[src/rtl/tff_count_ctrl.sv]
// Sequencer for a bank of WIDTH T-flip-flops that counts up/down between 0 and a latched limit.
// Optional macro TFF_COUNT_CTRL_WRAP_EN: reload at terminal and keep running until abort.
module tff_count_ctrl #(
  parameter int unsigned WIDTH = 4
) (
  input  logic             clk,
  input  logic             rst_n,
  input  logic             start,
  input  logic             dir,
  input  logic [WIDTH-1:0] limit,
  input  logic             pause,
  input  logic             abort,
  output logic [WIDTH-1:0] t_vec,
  output logic [WIDTH-1:0] q,
  output logic [WIDTH-1:0] qb,
  output logic             busy,
  output logic             done
);

  typedef enum logic [1:0] {
    IDLE  = 2'd0,
    RUN   = 2'd1,
    PAUSE = 2'd2
  } state_t;

  state_t           r_state;
  state_t           w_next;
  logic [WIDTH-1:0] r_q;
  logic [WIDTH-1:0] r_limit;
  logic             r_dir;
  logic             r_done;
  logic [WIDTH-1:0] w_step;
  logic [WIDTH-1:0] w_t_vec;
  logic             w_term;
  logic             w_done_nxt;

  // Ripple toggle enables: bit i toggles when all lower bits are 1 (up) or 0 (down).
  always_comb begin
    logic acc;
    acc    = 1'b1;
    w_step = '0;
    for (int unsigned i = 0; i < WIDTH; i++) begin
      w_step[i] = acc;
      acc       = acc & (r_dir ? ~r_q[i] : r_q[i]);
    end
  end

  assign w_term = r_dir ? (r_q == '0) : (r_q == r_limit);

  // Priority inside RUN: abort, then terminal, then pause, then step.
  always_comb begin
    w_next     = r_state;
    w_t_vec    = '0;
    w_done_nxt = 1'b0;
    case (r_state)
      IDLE: begin
        if (start) begin
          w_t_vec = r_q ^ (dir ? limit : '0);
          w_next  = RUN;
        end
      end
      RUN: begin
        if (abort) begin
          w_next = IDLE;
        end else if (w_term) begin
          w_done_nxt = 1'b1;
`ifdef TFF_COUNT_CTRL_WRAP_EN
          w_t_vec = r_q ^ (r_dir ? r_limit : '0);
`else
          w_next  = IDLE;
`endif
        end else if (pause) begin
          w_next = PAUSE;
        end else begin
          w_t_vec = w_step;
        end
      end
      PAUSE: begin
        if (abort) begin
          w_next = IDLE;
        end else if (!pause) begin
          w_next = RUN;
        end
      end
      default: w_next = IDLE;
    endcase
    if (!rst_n) begin
      w_t_vec = '0;
    end
  end

  always_ff @(posedge clk or negedge rst_n) begin
    if (!rst_n) begin
      r_state <= IDLE;
      r_q     <= '0;
      r_dir   <= 1'b0;
      r_limit <= '0;
      r_done  <= 1'b0;
    end else begin
      r_state <= w_next;
      r_q     <= r_q ^ w_t_vec;
      r_done  <= w_done_nxt;
      if (r_state == IDLE && start) begin
        r_dir   <= dir;
        r_limit <= limit;
      end
    end
  end

  assign t_vec = w_t_vec;
  assign q     = r_q;
  assign qb    = ~r_q;
  assign busy  = (r_state != IDLE);
  assign done  = r_done;

endmodule

[config.mk]
export PLATFORM = sky130hd
export DESIGN_NAME = tff_count_ctrl
export DESIGN_NICKNAME = d
export VERILOG_FILES = /design/src/rtl/tff_count_ctrl.sv
export SDC_FILE = /design/constraint.sdc
export NUM_CORES = 1
export LEC_CHECK = 0
export CORE_MARGIN = 2
export CORE_UTILIZATION = 51
export CTS_BUF_LIST = sky130_fd_sc_hd__clkbuf_8
export CTS_CLUSTER_DIAMETER = 60
export DETAILED_ROUTE_END_ITERATION = 10
export GPL_TIMING_DRIVEN = 1
export PLACE_DENSITY = 0.83
export SLEW_MARGIN = 0
export SYNTH_ARGS = -nofsm -noshare
export SYNTH_HDL_FRONTEND = slang
export SYNTH_SLANG_ARGS = --single-unit
[constraint.sdc]
create_clock -name clk -period 4.17 [get_ports clk]
set_input_delay 0.417 -clock clk [delete_from_list [all_inputs] [get_ports clk]]
set_output_delay 0.417 -clock clk [all_outputs]
set_load 0.1 [all_outputs]
==> PnR_summary.wiki, run 1 <==
{| class="wikitable"
! Metric !! Value
|-
| Outcome || finished clean
|-
| Count of instances resized after the clock tree is built || 0
|-
| Buffers on Ports || 23
|-
| Quantity of hold-fixing buffers added after cts || 0
|-
| RSZ-0062 raised after global routing || false
|-
| Core region area || 0.001489 mm2
|-
| Part of the cycle the worst path needs || 0.6180
|-
| Number of buffers added for setup after CTS || 0
|-
| Filler cells || roughly 110
|-
| Cell at the root of the clock tree || sky130_fd_sc_hd__clkbuf_8
|-
| Endpoint arrival time on the critical path || ~2200 ps
|-
| Capturing point of the worst reg2reg path || q[2]
|-
| Crit. End Element || output pin
|-
| WP data required || roughly 3800 ps
|-
| Number of DRC violations after detailed-routing iteration 0 || 4
|-
| Clock sink total || 12
|-
| Post-synthesis area per instance || roughly 10 um2
|-
| Biggest area consumer among synthesized cells || sky130_fd_sc_hd__dfrtp_1
|-
| Total of warnings raised by yosys || 0
|-
| Worst slew margin || 0.3543
|-
| Worst reg2reg startpoint || r_state[1]
|-
| Setup slack, reg-to-reg || 2340 ps
|-
| Cells along the critical path || clkdlybuf4s50_1, nor3b_2, nand2_2, o21ai_1, buf_4
|-
| Initial standard-cell utilization of the core || 0.5353
|-
| Die span in y || 43.53 um
|-
| DIE AREA || 0.001895 mm2
|-
| Final net count || approximately 120
|-
| Number of global-route vias before repair || around 650
|-
| Minimum period implied by the final worst setup slack || ~2600 ps
|-
| Boundary pin count || 24
|-
| Post-layout utilization of the core || 0.7185
|-
| Final weighted congestion of routability-driven global placement || between 0.8 and 0.9
|-
| Number of H-tree levels || 1
|-
| Clock tree from TritonCTS || done
|-
| Final Hold Violating Endpoints || 0
|-
| Via count || a little under 700
|-
| Leading cell type in the layout, fill and taps excluded || sky130_fd_sc_hd__clkdlybuf4s50_1
|-
| Count of final max-slew check failures || 0
|-
| Mean number of vias per cell || roughly 5.7
|-
| Top cells by area in the synthesized netlist || sky130_fd_sc_hd__dfrtp_1 38%, sky130_fd_sc_hd__xnor2_1 8.8%, sky130_fd_sc_hd__mux2_2 7.1%
|-
| Count of maximum capacitance violations || 0
|-
| Commonest cells after routing, fill and taps aside || 19 x sky130_fd_sc_hd__clkdlybuf4s50_1, 12 x sky130_fd_sc_hd__dfrtp_1, 8 x sky130_fd_sc_hd__xnor2_1
|-
| DRC || 0
|-
| Critical path startpoint category || primary input
|-
| Synthesis-to-finish area growth || 34.22%
|-
| Horizontal die dimension || about 44 um
|-
| Count of antenna-violating nets left after detailed routing || 0
|-
| Bufs on Longest Clock Path || 2
|-
| HPWL reported at the end of detailed placement || between 1000 and 1500 um
|-
| Slowest cell on the critical path || sky130_fd_sc_hd__nor3b_2
|-
| Worst Tran Pin Value || approximately 970 ps
|-
| Layout cells sized above 1 || 0.2095
|-
| Count of antenna diodes in the layout || 0
|-
| Slowest Stage Delay on Critical Path || between 500 and 600 ps
|-
| Top fanout value on the critical path || 10
|-
| Minimum setup slack after placement || roughly 1600 ps
|-
| Setup-violating endpoint count in the final report || 0
|-
| Clock buffers created by TritonCTS || 3
|-
| Overflow left after global routing || 0
|-
| Flip-flop and latch count after synthesis || 12
|-
| Wire length of the first global-routing pass || 2856 um
|-
| Total negative slack for setup checks || 0 ps
|-
| Max Fclk || 0.3881 GHz
|-
| Sequential-to-total area share from yosys stat || 0.3768
|-
| Smallest setup slack after layout || around 1600 ps
|-
| Clock slew at reported path FFs || approximately 50 ps
|-
| Reg2reg path depth || 5
|-
| Number of detailed-routing iterations run before antenna repair || 4
|-
| Total global-route track usage || 0.2123
|-
| Routed WL per cell || ~14 um
|-
| Netlist area before placement || around 800 um2
|-
| Synth Net Count || 90
|-
| Area share of the largest cell type after synthesis || 0.3768
|-
| Largest clock skew in the final design || between 2 and 2.5 ps
|-
| Class of the most critical hold timing path || in2async
|-
| Synth unique cells || 35
|-
| Number of instances in the synthesized netlist || 80
|-
| Pin count of the biggest net entering global routing || 17
|-
| Final Routed Wirelength || around 1700 um
|-
| Core Rows || 14
|-
| Antenna violations before repair || 0
|-
| Clock latency at the later pin of the worst-skew pair || roughly 240 ps
|-
| WS Path Type || in2out
|}
==> cell type report <==
cell class,instances,area [um2],share of cell area
tap,16,20.02,0.01871
clock buffer,3,41.29,0.03860
sequential,12,300.3,0.2807
multi-input combinational,60,457.9,0.4281
timing repair buffer,24,227.7,0.2129
inverter,6,22.52,0.02105
==> worst max path at each step <==
| stage | start | endpoint | slack, ps |
|---|---|---|---|
| final | start | t_vec[2] | 1590 |
| after global routing | abort | t_vec[3] | 1460 |
| after CTS | start | t_vec[1] | 1570 |
| after detailed placement | start | t_vec[2] | 1570 |
| after global placement | start | t_vec[1] | 1610 |
| after floorplan | q[0] | t_vec[0] | 210 |
==> kinds of logic (layout without fill, tap and decap cells) <==
kind of cell	count (synthesis)	count (layout)	share of synthesized area
mux	6	6	0.08947
buf+inv	8	33	0.04866
compound gates	19	19	0.1617
flops	12	12	0.3768
xor+xnor	10	10	0.1099
simple gates	25	25	0.2135
==> worst max-delay path: cells and delay by family <==
| kind | cells | cell delay (ps) |
|---|---|---|
| AO/OA/AOI/OAI | 1 | 210 |
| AND/OR/NAND/NOR | 2 | 760 |
| buffers and inverters | 2 | 760 |
==> metrics by stage <==
| step | std cells | area, um2 | hold slack, ps |
|---|---|---|---|
| 6_report | 121 | 1070 | 491.1 |
| 5_1_grt | 121 | 1070 | 503.3 |
| 4_1_cts | 121 | 1070 | 496.3 |
| 3_5_place_dp | 118 | 1028 | 527.3 |
| 3_3_place_gp | 118 | 1028 | 515.8 |
| 2_1_floorplan | 80 | 797.0 | 121.4 |
==> cell usage after synthesis (all sizes together) <==
cell type  instances
o311ai             1
nand3b             2
o211a              1
and2               1
o21ai              7
nand2              7
o211ai             3
o22ai              1
xnor2              8
a21oi              2
inv                6
dfrtp             12
nand4              1
nand3              3
nor3b              2
or2b               1
a2bb2oi            1
or2                2
o221ai             1
mux2               6
or3                1
buf                2
o31ai              1
nor2               1
a31oi              1
nor4b              2
nand2b             2
xor2               2
==> flip-flops by register name (all words and copies together) (netlist names) <==
| signal | count |
|---|---|
| done | 1 |
| q | 4 |
| r_dir | 1 |
| r_limit | 4 |
| r_state | 2 |
==> routing by layer <==
metal	GRT usage	vias to the layer above	routed length, um
met5	0	-	0
met4	0.1152	0	31
met3	0.06667	4	61
met2	0.3522	13	841
met1	0.2427	326	733
li1	-	341	-
Power of run 1 is not shown: default switching activity piles up to over one toggle a cycle in this logic, so the estimate is an artifact.
==> run 2: changes to the inputs <==
CORE_UTILIZATION = 43   (was 51)
PLACE_DENSITY = 0.74   (was 0.83)
clock period = 2.3 ns   (was 4.17 ns; I/O delays follow)
==> run 2 against run 1 <==
Effect of this change:
- count of clock-buffer cells in the layout stayed put
- non-clock buffer count is 2 higher
- cell area is 15% higher
- register-to-register slack worse by 2100 ps
- sequential share of layout area is 2.5 points lower
- worst setup slack worse by 1500 ps
- sequential cell count stayed put
- clock skew is 3.9 ps higher
- core utilization is 0.47 points lower
- worst hold slack worse by 120 ps
- critical path depth is 1 higher
- largest cell class unchanged
- highest routed layer unchanged
==> PnR_summary.wiki, run 2 (synthesis results as in run 1) <==
{| class="wikitable"
! Metric !! Value
|-
| Outcome || finished clean
|-
| Clock slew at reported path FFs || roughly 50 ps
|-
| DRC || 0
|-
| Total global-route track usage || 0.1943
|-
| Overflow left after global routing || 0
|-
| WS Path Type || reg2out
|-
| Minimum setup slack after placement || 109.3 ps
|-
| Buffering stage count on the worst path with inverters included || 1
|-
| Clock sink total || 12
|-
| Count of maximum capacitance violations || 0
|-
| Cell at the root of the clock tree || sky130_fd_sc_hd__clkbuf_8
|-
| DIE AREA || ~0.0022 mm2
|-
| Class of the most critical hold timing path || in2async
|-
| Final Hold Violating Endpoints || 0
|-
| Number of global-route vias before repair || 698
|-
| Wire length of the first global-routing pass || 2884 um
|-
| Routed WL per cell || 13.60 um
|-
| Cell family with most CP delay || simple AND/OR/NAND/NOR gates
|-
| Number of detailed-routing iterations run before antenna repair || 4
|-
| Final weighted congestion of routability-driven global placement || 0.8582
|-
| Max Fclk || between 0.4 and 0.5 GHz
|-
| Mean number of vias per cell || around 5.3
|-
| RSZ-0062 raised after global routing || false
|-
| Smallest setup slack after layout || 69.99 ps
|-
| Via count || 707
|-
| Clock latency at the later pin of the worst-skew pair || ~240 ps
|-
| Core region area || roughly 0.0017 mm2
|-
| Core Rows || 15
|-
| Slowest cell on the critical path || sky130_fd_sc_hd__dfrtp_4
|-
| Minimum period implied by the final worst setup slack || 2230 ps
|-
| Synthesis-to-finish area growth || 54.63%
|-
| Crit. End Element || output pin
|-
| Part of the cycle the worst path needs || 0.9696
|-
| Antenna violations before repair || 0
|-
| Bufs on Longest Clock Path || 2
|-
| Count of antenna diodes in the layout || 0
|-
| FF+latch area || about 320 um2
|-
| Number of DRC violations after detailed-routing iteration 0 || 5
|-
| Die span in y || 47.05 um
|-
| Setup-violating endpoint count in the final report || 0
|-
| Largest clock skew in the final design || between 6 and 7 ps
|-
| Leading cell type in the layout, fill and taps excluded || sky130_fd_sc_hd__buf_4
|-
| Count of final max-slew check failures || 0
|-
| Count of placed standard cells including taps || between 100 and 150
|-
| Number of H-tree levels || 1
|-
| Boundary pin count || 24
|-
| Initial standard-cell utilization of the core || 0.4616
|-
| Clock buffers created by TritonCTS || 3
|-
| Critical path startpoint category || register
|-
| Horizontal die dimension || around 47 um
|-
| Post-route standard cell area excluding fillers || ~0.0012 mm2
|-
| Count of non-filler cells in the finished layout || around 130
|-
| Worst slew margin || 0.7024
|-
| Buffers on Ports || 23
|-
| WP data required || 2070 ps
|-
| HPWL reported at the end of detailed placement || approximately 1500 um
|-
| Commonest cells after routing, fill and taps aside || 13 x sky130_fd_sc_hd__buf_4, 9 x sky130_fd_sc_hd__clkdlybuf4s50_1, 8 x sky130_fd_sc_hd__dfrtp_1
|-
| Count of antenna-violating nets left after detailed routing || 0
|-
| Layout cells sized above 1 || 0.4630
|-
| Pin count of the biggest net entering global routing || 16
|-
| Final Routed Wirelength || between 1500 and 2000 um
|-
| Post-layout utilization of the core || 0.7138
|-
| Endpoint arrival time on the critical path || about 2000 ps
|-
| Multi-input logic area || 535.5 um2
|-
| Top fanout value on the critical path || 8
|-
| Worst Tran Pin Value || around 440 ps
|-
| Slowest Stage Delay on Critical Path || approximately 530 ps
|-
| Final net count || 119
|-
| Filler cells || ~140
|-
| Clock tree from TritonCTS || done
|-
| Placed inst area || ~0.0012 mm2
|-
| Cells along the critical path || or3_4, o211a_1, o211ai_2, nand2b_4, o21ai_4, buf_12
|-
| Quantity of hold-fixing buffers added after cts || 0
|}
-- run 2: changes by cell type in the layout (fill, tap and decap cells not counted), moves of 3 or more --
cell | before | now
sky130_fd_sc_hd__xnor2_1 | 8 | 5
sky130_fd_sc_hd__o21ai_4 | 0 | 3
sky130_fd_sc_hd__o21ai_1 | 3 | 0
sky130_fd_sc_hd__dfrtp_1 | 12 | 8
sky130_fd_sc_hd__inv_1 | 6 | 3
sky130_fd_sc_hd__clkdlybuf4s50_1 | 19 | 9
sky130_fd_sc_hd__buf_4 | 5 | 13
sky130_fd_sc_hd__clkinvlp_4 | 0 | 4
sky130_fd_sc_hd__dfrtp_4 | 0 | 4
sky130_fd_sc_hd__buf_12 | 0 | 4
sky130_fd_sc_hd__xnor2_2 | 0 | 3
-- run 2: final timing paths --
| check | from | to | cells after the start | slack, ps |
|---|---|---|---|---|
| setup / recovery | q[1] | t_vec[2] | 6 | 70 |
| hold / removal | rst_n | r_state[0] | 2 | 370 |
| setup reg to reg | q[1] | q[2] | 6 | 270 |
| hold reg to reg | r_limit[2] | r_limit[2] | 1 | 520 |
| max in group asynchronous | rst_n | q[0] | 2 | 1730 |
| min in group clk | r_limit[2] | r_limit[2] | 1 | 520 |
-- run 2: worst register-to-register path: stages, from the launching register on --
cell and delay, ps:
sky130_fd_sc_hd__dfrtp_4 530, sky130_fd_sc_hd__or3_4 400, sky130_fd_sc_hd__o211a_1 240, sky130_fd_sc_hd__o211ai_2 140
sky130_fd_sc_hd__nand2b_4 220, sky130_fd_sc_hd__buf_4 110, sky130_fd_sc_hd__mux2_4 280
-- run 2: layout make-up --
| class | instances | share of cell area |
|---|---|---|
| multi-input cells | 60 | 0.4345 |
| flip-flops and latches | 12 | 0.2558 |
| repair buffers | 26 | 0.2173 |
| clock buffers | 3 | 0.03350 |
| inverters | 6 | 0.03046 |
| well taps | 25 | 0.02538 |
| clock inverters | 1 | 0.003046 |
-- run 2: per-layer routing --
metal,routed length [um],global-route usage,vias up
li1,-,-,344
met1,758,0.2138,338
met2,935,0.3315,19
met3,83,0.06923,6
met4,32,0.09444,0
met5,0,0,-
-- run 2: metrics by stage --
step	TNS [ps]	hold WS, ps
2_1_floorplan	-39.52	-65.59
3_3_place_gp	0	514.0
3_5_place_dp	0	518.5
4_1_cts	0	369.4
5_1_grt	0	385.1
6_report	0	372.0
-- run 2: timing repair --
item | in CTS | in global routing
setup buffers | 0 | 1
gates resized for setup | 0 | 1
endpoints found under the setup margin | 0 | 2
Power of run 2 is left out for the same reason.
==> run 3: changes to the inputs <==
CORE_MARGIN = default   (was 2)
==> run 3 against run 2 <==
Effect of this change:
- fmax grew 0.29%
- sequential share of layout area hardly changed
- largest cell class unchanged
- count of clock-buffer cells in the layout unchanged
- sequential cell count unchanged
- register-to-register slack gained 100 ps
- cell area grew 0.10%
- final cell count is 0.75% lower
- first-iteration DRC count increased to 3.0 times the previous value
- global-route usage is 0.22 points higher
==> PnR_summary.wiki, run 3 (synthesis results as in run 1) <==
{| class="wikitable"
! Metric !! Value
|-
| Final weighted congestion of routability-driven global placement || between 0.8 and 0.9
|-
| Number of global-route vias before repair || approximately 680
|-
| Count of final max-slew check failures || 0
|-
| Buffers on Ports || 23
|-
| Leading cell type in the layout, fill and taps excluded || sky130_fd_sc_hd__buf_4
|-
| Boundary pin count || 24
|-
| Total global-route track usage || 0.1965
|-
| Core region area || about 0.0017 mm2
|-
| Number of detailed-routing iterations run before antenna repair || 4
|-
| Cell at the root of the clock tree || sky130_fd_sc_hd__clkbuf_8
|-
| Part of the cycle the worst path needs || 0.9668
|-
| Pin count of the biggest net entering global routing || 16
|-
| Crit. End Element || output pin
|-
| Cell family with most CP delay || simple AND/OR/NAND/NOR gates
|-
| Class of the most critical hold timing path || in2async
|-
| Met1 usage in global routing || 0.2449
|-
| Setup-violating endpoint count in the final report || 0
|-
| Largest clock skew in the final design || between 4 and 5 ps
|-
| Number of H-tree levels || 1
|-
| Met2 routing resource usage after global routing || 0.3333
|-
| Wire length of the first global-routing pass || 2891 um
|-
| Clock sink total || 12
|-
| Cells along the critical path || or3_4, o211a_1, o211ai_4, nand2b_4, o21ai_4, buf_12
|-
| Count of maximum capacitance violations || 0
|-
| DRC || 0
|-
| Endpoint arrival time on the critical path || between 1500 and 2000 ps
|-
| Worst Tran Pin Value || 417.4 ps
|-
| Slowest cell on the critical path || sky130_fd_sc_hd__dfrtp_4
|-
| Synthesis-to-finish area growth || 54.79%
|-
| Core Rows || 15
|-
| Clock tree from TritonCTS || done
|-
| Placed inst area || 0.001172 mm2
|-
| WS Path Type || reg2out
|-
| Busiest grt layer || met2
|-
| Initial standard-cell utilization of the core || 0.4616
|-
| Number of DRC violations after detailed-routing iteration 0 || 15
|-
| Critical path startpoint category || register
|-
| Via count || ~700
|-
| RSZ-0062 raised after global routing || false
|-
| Bufs on Longest Clock Path || 2
|-
| Final Hold Violating Endpoints || 0
|-
| GR met3 Demand/Resource || 0.04800
|-
| Layout cells sized above 1 || 0.4579
|-
| Horizontal die dimension || about 45 um
|-
| Clock buffers created by TritonCTS || 3
|-
| Count of antenna-violating nets left after detailed routing || 0
|-
| Mean number of vias per cell || approximately 5.3
|-
| Worst slew margin || 0.7178
|-
| Max Fclk || between 0.4 and 0.5 GHz
|-
| Clock slew at reported path FFs || 60 ps
|-
| Slowest Stage Delay on Critical Path || around 530 ps
|-
| Antenna violations before repair || 0
|-
| Outcome || finished clean
|-
| HPWL reported at the end of detailed placement || about 1400 um
|-
| Final net count || ~120
|-
| Top fanout value on the critical path || 8
|-
| Buffering stage count on the worst path with inverters included || 1
|-
| Post-route standard cell area excluding fillers || roughly 0.0012 mm2
|-
| Final Routed Wirelength || 1757 um
|-
| Minimum period implied by the final worst setup slack || approximately 2200 ps
|-
| Hold slack final || approximately 360 ps
|-
| Clock latency at the later pin of the worst-skew pair || ~240 ps
|-
| Routed WL per cell || roughly 13 um
|-
| WP data required || 2070 ps
|-
| Commonest cells after routing, fill and taps aside || 12 x sky130_fd_sc_hd__buf_4, 9 x sky130_fd_sc_hd__clkdlybuf4s50_1, 8 x sky130_fd_sc_hd__dfrtp_1
|-
| DIE AREA || about 0.0020 mm2
|-
| Die span in y || 45.05 um
|-
| Count of antenna diodes in the layout || 0
|-
| Overflow left after global routing || 0
|}
==> run 3: changes by cell type in the layout (fill, tap and decap cells not counted) <==
cell | previous run | this run
sky130_fd_sc_hd__o211ai_2 | 1 | 0
sky130_fd_sc_hd__o211ai_4 | 0 | 1
sky130_fd_sc_hd__buf_4 | 13 | 12
==> run 3: repair_timing <==
action | in CTS | in global routing
hold buffers | 0 | 0
gates resized for setup | 0 | 3
endpoints found under the hold margin | 0 | 0
setup buffers | 0 | 0
endpoints found under the setup margin | 0 | 1
==> run 3: area by class of cell <==
type | instances | area (um2)
clock buffer | 3 | 41.29
clock inverter | 1 | 3.754
sequential | 12 | 315.3
timing repair buffer | 25 | 260.3
multi-input combinational | 60 | 544.3
tap | 25 | 31.28
inverter | 6 | 37.54
fill | 137 | 493.0
==> run 3: path summary, 6_finish.rpt <==
kind                       startpoint         end  slack (ps)  cells past startpoint
setup / recovery                 q[1]    t_vec[2]          80                      6
hold / removal                  rst_n        q[3]         360                      2
setup reg to reg                 q[1]        q[2]         370                      5
hold reg to reg            r_limit[2]  r_limit[2]         530                      1
max in group asynchronous       rst_n        q[0]        1750                      2
min in group clk           r_limit[2]  r_limit[2]         530                      1
==> run 3: worst register-to-register path, cell delays in order, from the launching register on <==
cell and delay, ps:
sky130_fd_sc_hd__dfrtp_4 530, sky130_fd_sc_hd__or3_4 400, sky130_fd_sc_hd__o211a_1 250, sky130_fd_sc_hd__o211ai_4 130, sky130_fd_sc_hd__nand2b_4 210, sky130_fd_sc_hd__mux2_4 300
==> run 3: per-layer routing <==
metal | vias to the layer above | wire [um]
met1 | 332 | 777
li1 | 344 | -
met4 | 0 | 32
met5 | - | 0
met3 | 4 | 60
met2 | 21 | 886
==> run 3: through the flow <==
step	setup slack (ps)	setup TNS [ps]	instances	utilization
final	76.41	0	132	0.7145
after global routing	24.57	0	132	0.7145
after CTS	23.23	0	132	0.7051
after detailed placement	129.4	0	128	0.6790
after global placement	179.3	0	128	0.6790
after floorplan	-25.68	-39.52	80	-
Power of run 3 is left out for the same reason.
